`src/rtl/regfile_scoreboard.sv`:
```
// Architectural register file with a RAW/WAW hazard scoreboard.
// Operand reads go over a valid/ready handshake and return one cycle later; writeback lands unconditionally.
module regfile_scoreboard #(
    parameter int XLEN  = 32,
    parameter int NREGS = 32
) (
    input  logic                     clk,
    input  logic                     rstf,
    input  logic                     t_req_valid,
    output logic                     t_req_ready,
    input  logic [$clog2(NREGS)-1:0] t_rs1,
    input  logic [$clog2(NREGS)-1:0] t_rs2,
    input  logic [$clog2(NREGS)-1:0] t_rd,
    input  logic                     t_rd_en,
    output logic                     i_rsp_valid,
    input  logic                     i_rsp_ready,
    output logic [XLEN-1:0]          i_rs1Value,
    output logic [XLEN-1:0]          i_rs2Value,
    input  logic                     wb_we,
    input  logic [$clog2(NREGS)-1:0] wb_rd,
    input  logic [XLEN-1:0]          wb_rdValue,
    output logic [NREGS-1:0]         busy,
    output logic [31:0]              stall_count
);

    localparam int AW = $clog2(NREGS);

    logic [XLEN-1:0]  r_regs [NREGS];
    logic [NREGS-1:0] r_busy;
    logic             r_rspValid;
    logic [XLEN-1:0]  r_rs1Value;
    logic [XLEN-1:0]  r_rs2Value;
    logic [31:0]      r_stallCount;

    logic [NREGS-1:0] w_clr;
    logic [NREGS-1:0] w_set;
    logic [XLEN-1:0]  w_rs1Val;
    logic [XLEN-1:0]  w_rs2Val;
    logic             w_hazard;
    logic             w_ready;
    logic             w_accept;

    // Writeback to a non-zero register clears its busy bit and feeds the bypass.
    always_comb begin
        w_clr = '0;
        if (wb_we && wb_rd != '0)
            w_clr[wb_rd] = 1'b1;
    end

    always_comb begin
        w_rs1Val = '0;
        w_rs2Val = '0;
        if (t_rs1 != '0)
            w_rs1Val = w_clr[t_rs1] ? wb_rdValue : r_regs[t_rs1];
        if (t_rs2 != '0)
            w_rs2Val = w_clr[t_rs2] ? wb_rdValue : r_regs[t_rs2];
    end

    // A writeback arriving this cycle resolves the hazard, so the request can go straight through.
    always_comb begin
        w_hazard = 1'b0;
        if (t_rs1 != '0 && r_busy[t_rs1] && !w_clr[t_rs1])
            w_hazard = 1'b1;
        if (t_rs2 != '0 && r_busy[t_rs2] && !w_clr[t_rs2])
            w_hazard = 1'b1;
        if (t_rd_en && t_rd != '0 && r_busy[t_rd] && !w_clr[t_rd])
            w_hazard = 1'b1;
    end

    assign w_ready  = (!r_rspValid || i_rsp_ready) && !w_hazard;
    assign w_accept = t_req_valid && w_ready;

    always_comb begin
        w_set = '0;
        if (w_accept && t_rd_en && t_rd != '0)
            w_set[t_rd] = 1'b1;
    end

    always_ff @(posedge clk) begin
        if (rstf) begin
            for (int i = 0; i < NREGS; i++)
                r_regs[i] <= '0;
        end else if (wb_we && wb_rd != '0) begin
            r_regs[wb_rd] <= wb_rdValue;
        end
    end

    // The newly accepted writer is younger than the one writing back, so set beats clear.
    always_ff @(posedge clk) begin
        if (rstf)
            r_busy <= '0;
        else
            r_busy <= ((r_busy & ~w_clr) | w_set) & ~NREGS'(1);
    end

    always_ff @(posedge clk) begin
        if (rstf) begin
            r_rspValid <= 1'b0;
            r_rs1Value <= '0;
            r_rs2Value <= '0;
        end else if (w_accept) begin
            r_rspValid <= 1'b1;
            r_rs1Value <= w_rs1Val;
            r_rs2Value <= w_rs2Val;
        end else if (i_rsp_ready) begin
            r_rspValid <= 1'b0;
        end
    end

    always_ff @(posedge clk) begin
        if (rstf)
            r_stallCount <= '0;
        else if (t_req_valid && !w_ready && r_stallCount != 32'hFFFF_FFFF)
            r_stallCount <= r_stallCount + 32'd1;
    end

    assign t_req_ready = w_ready;
    assign i_rsp_valid = r_rspValid;
    assign i_rs1Value  = r_rs1Value;
    assign i_rs2Value  = r_rs2Value;
    assign busy        = r_busy;
    assign stall_count = r_stallCount;

    // AW is kept for readers sizing external index buses.
    logic [AW-1:0] w_unusedAw;
    assign w_unusedAw = '0;

endmodule

```
`config.mk`:
```
export PLATFORM = sky130hd
export DESIGN_NAME = regfile_scoreboard
export DESIGN_NICKNAME = d
export VERILOG_FILES = /design/src/rtl/regfile_scoreboard.sv
export SDC_FILE = /design/constraint.sdc
export NUM_CORES = 2
export LEC_CHECK = 0
export ABC_AREA = 0
export CAP_MARGIN = 0
export CORE_ASPECT_RATIO = 0.9
export CORE_MARGIN = 5
export CORE_UTILIZATION = 55
export DETAILED_ROUTE_END_ITERATION = 6
export PLACE_DENSITY = 0.73
export SYNTH_ARGS = -nofsm -noshare
export SYNTH_HDL_FRONTEND = slang
export SYNTH_SLANG_ARGS = --single-unit
export TNS_END_PERCENT = 10
```
`constraint.sdc`:
```
create_clock -name clk -period 5.1 [get_ports clk]
set_input_delay 1.02 -clock clk [delete_from_list [all_inputs] [get_ports clk]]
set_output_delay 1.02 -clock clk [all_outputs]
set_load 0.02 [all_outputs]
```
==> flow_summary_export.csv <==
group,metric,value,unit
worst_setup_path,r2r_setup_slack,1.74,ns
timing,finalSetupViolCount,0,
detailed_routing,wirelength,205800,microns
global_routing,track_usage,0.3452,
worst_setup_path,rr_startpoint,"busy[17]",
worst_setup_path,max_stage_delay,0.90,ns
clock_network,cts_resized,0,
synthesis,seq_area_frac_synth,0.5419,
detailed_routing,drt_iter0_markers,7127,
floorplanning,die_x,362.4,microns
clock_network,clkLatencyLatePin,0.74,ns
power_and_ir_drop,p_leak,23.55,nW
detailed_routing,via_per_inst,7.052,
cells_and_area,syn_to_final_growth,12.92,%
synthesis,async_flop_share,0,
timing,final-hold-violation-count,0,
flow_run,maxCapViolCount,0,
global_routing,grt_max_degree,132,
cells_and_area,nFillCells,7961,
worst_setup_path,cp-start-kind,"input port",
timing,clock.fmax,0.2072,GHz
synthesis,yosys.cell_count.top_type,"edfxtp_1",
timing,timing.final.crit_share,0.9461,
synthesis,yosysWarnings,0,
global_routing,antenna_found_initial,34,
synthesis,synth_area_leaders,"edfxtp_1, mux4_2, and2_1, dfxtp_1, clkbuf_1",
min_path,hp-class,"register to register",
worst_setup_path,critical_path.most_common_cell,"clkdlybuf4s50_1",
worst_setup_path,worstSetupPathType,"input port to output port",
synthesis,synth_cells,4057,
clock_network,clk_path_buf_depth,3,
timing,setup_tns,0,ns
global_routing,grt_pass1_vias,39201,
status,status,"complete, but fails checks",
cells_and_area,final_util,0.6252,
detailed_routing,drcViolationCount,2,
timing,finalCriticalPeriod,4.825,ns
detailed_routing,routedWlPerCell,36.13,microns
timing,rsz0062_at_grt,"false",
detailed_routing,firstDrtPassIters,6,
floorplanning,io_pins,188,
synthesis,netlist_area,61480,sq um
clock_network,cts-hold-fix-buffers,0,
placed_design,place_inst,5465,
timing,worst_slew_pin_slew,1.285,ns
min_path,hold_start,"stall_count[28]",
clock_network,path_clk_slew,0.06,ns
synthesis,yosys-top-cells-count,"edfxtp_1, and2_1, mux4_2",
power_and_ir_drop,power_density,330.7,nW/um^2
cells_and_area,nets,4168,
global_routing,grt_overflow,0,
worst_setup_path,endpoint_kind,"output port",
clock_network,postCtsSetupBuffers,0,
worst_setup_path,critPathSlowestCell,"clkdlybuf4s50_1",
timing,finalClockSkew,0.03552,ns
floorplanning,dieArea,118600,sq um
cells_and_area,stdcell_count,5697,
status,violations,"DRC",
power_and_ir_drop,irDropWorstVdd,295.3,uV
worst_setup_path,required,4.08,ns
floorplanning,core-area,111000,sq um
clock_network,cts_max_level,3,
detailed_routing,via_count,40174,
worst_setup_path,critPathArrivalTime,3.81,ns
floorplanning,initial_core_util,0.5537,
synthesis,synth-edff-count,1024,
synthesis,yosysUniqueCellTypes,66,
worst_setup_path,r2r-end,"i_rs2Value[19]",
worst_setup_path,ff2ff_path_depth,11,
synthesis,synth_seq_cells,1152,
placed_design,hpwl,116800,microns
timing,drv_slew,0,
timing,slew_headroom,0.1406,
floorplanning,die_h,327.2,microns
synthesis,synth_top_flop_cell,"edfxtp_1",
detailed_routing,ant_nets,0,
floorplanning,fp-row-count,116,
placed_design,globalplace.congestion,0.9116,
synthesis,synth_area_per_cell,15.15,sq um
worst_setup_path,path_max_fanout,17,
global_routing,grt_pass1_wl,290600,microns
timing,fin_hold_ws,0.5134,ns
synthesis,yosysTopAreaCellShare,0.5002,
clock_network,cts_buffers,117,
cells_and_area,drive_gt1_frac,0.2691,
placed_design,numPortBuffers,186,
clock_network,cts_tree,"built",
min_path,whs_path_depth,2,
clock_network,clock-root-buffer,"clkbuf_16",
min_path,holdPathEnd,"stall_count[28]",
clock_network,clock-sinks,1152,
synthesis,yosysTopAreaCell,"edfxtp_1",
worst_setup_path,path_cells,"clkdlybuf4s50_1 > nor2b_1 > a32o_1 > nand4_1 > and3_2 > a31oi_1 > nand2_2 > inv_2 > clkdlybuf4s50_1",
==> flip-flops by register name (all words and copies together), names as in the netlist <==
signal	count
busy	31
i_rs1Value	32
i_rs2Value	32
i_rsp_valid	1
r_regs	1024
stall_count	32
==> logic make-up after synthesis <==
logic type | count (synthesis) | share of synthesized area
buffers and inverters | 467 | 0.03189
adder cells (fa/ha/maj) | 1 | 0.0002035
multiplexers | 816 | 0.2661
AND/OR/NAND/NOR | 1339 | 0.1318
XOR/XNOR | 9 | 0.001282
flip-flops | 1152 | 0.5419
AO/OA/AOI/OAI | 272 | 0.02682
other | 1 | 0.00006100
==> metal layers <==
metal	track usage	up-vias	wire length (microns)
li1	-	15713	-
met1	0.4802	20440	72100
met2	0.5174	3426	92380
met3	0.1052	589	31870
met4	0.1346	6	9446
met5	0	-	46
==> per-stage QoR <==
stage / area, sq um / power [mW] / setup slack, ns
after floorplan: 61600 / 13.01 / 1.335
after global placement: 65420 / 14.09 / 0.2994
after detailed placement: 65420 / 14.15 / 0.3456
after CTS: 69390 / 22.91 / 0.3339
after global routing: 69390 / 23.51 / 0.1607
final: 69420 / 22.96 / 0.2747
==> worst max-delay path: cells and delay by family <==
kind | cells | cell delay (ns)
simple gates | 4 | 0.76
buf+inv | 3 | 1.57
compound gates | 2 | 0.43
==> placed cells by master, fill, tap and decap left out, types with 18 or more instances in the layout <==
| master | instances |
|---|---|
| edfxtp_1 | 1024 |
| clkinv_2 | 31 |
| nor2_4 | 28 |
| nand2_1 | 56 |
| nor2b_1 | 87 |
| clkbuf_16 | 119 |
| nor2_1 | 37 |
| nand3_1 | 26 |
| buf_4 | 107 |
| mux2_2 | 65 |
| conb_1 | 33 |
| nand4_1 | 18 |
| mux2i_1 | 94 |
| buf_12 | 43 |
| and2_1 | 995 |
| o21ai_0 | 71 |
| a21oi_1 | 101 |
| clkdlybuf4s50_1 | 176 |
| mux4_2 | 647 |
| inv_1 | 23 |
| dfxtp_1 | 128 |
| o31ai_1 | 31 |
==> report_power, final <==
group / total [mW] / leakage (nW) / internal (mW) / switching (mW)
Combinational: 2.96 / 10.8 / 1.33 / 1.63
Clock: 8.93 / 1.95 / 5.04 / 3.89
Sequential: 11.1 / 10.8 / 10.8 / 0.276
Total: 23.0 / 23.6 / 17.2 / 5.79
==> how the worst max path moves through the flow <==
stage                     slack [ns]           to     start
final                           0.27  t_req_ready  wb_rd[4]
after global routing            0.16  t_req_ready  wb_rd[4]
after CTS                       0.33  t_req_ready  wb_rd[4]
after detailed placement        0.35  t_req_ready  wb_rd[4]
after global placement          0.30  t_req_ready   t_rd[3]
after floorplan                 1.34  t_req_ready   t_rd[0]
==> layout make-up <==
cell class                 count  area (sq um)  share of cell area
sequential                  1152         33310              0.4799
multi-input combinational   2470         26610              0.3834
timing repair buffer         332          3511             0.05058
clock buffer                 149          3222             0.04641
tap                         1475          1846             0.02659
clock inverter                71         745.7             0.01074
inverter                      36         140.1            0.002019
antenna                       12         30.03           0.0004326
Power figures use the tool's default switching activity.
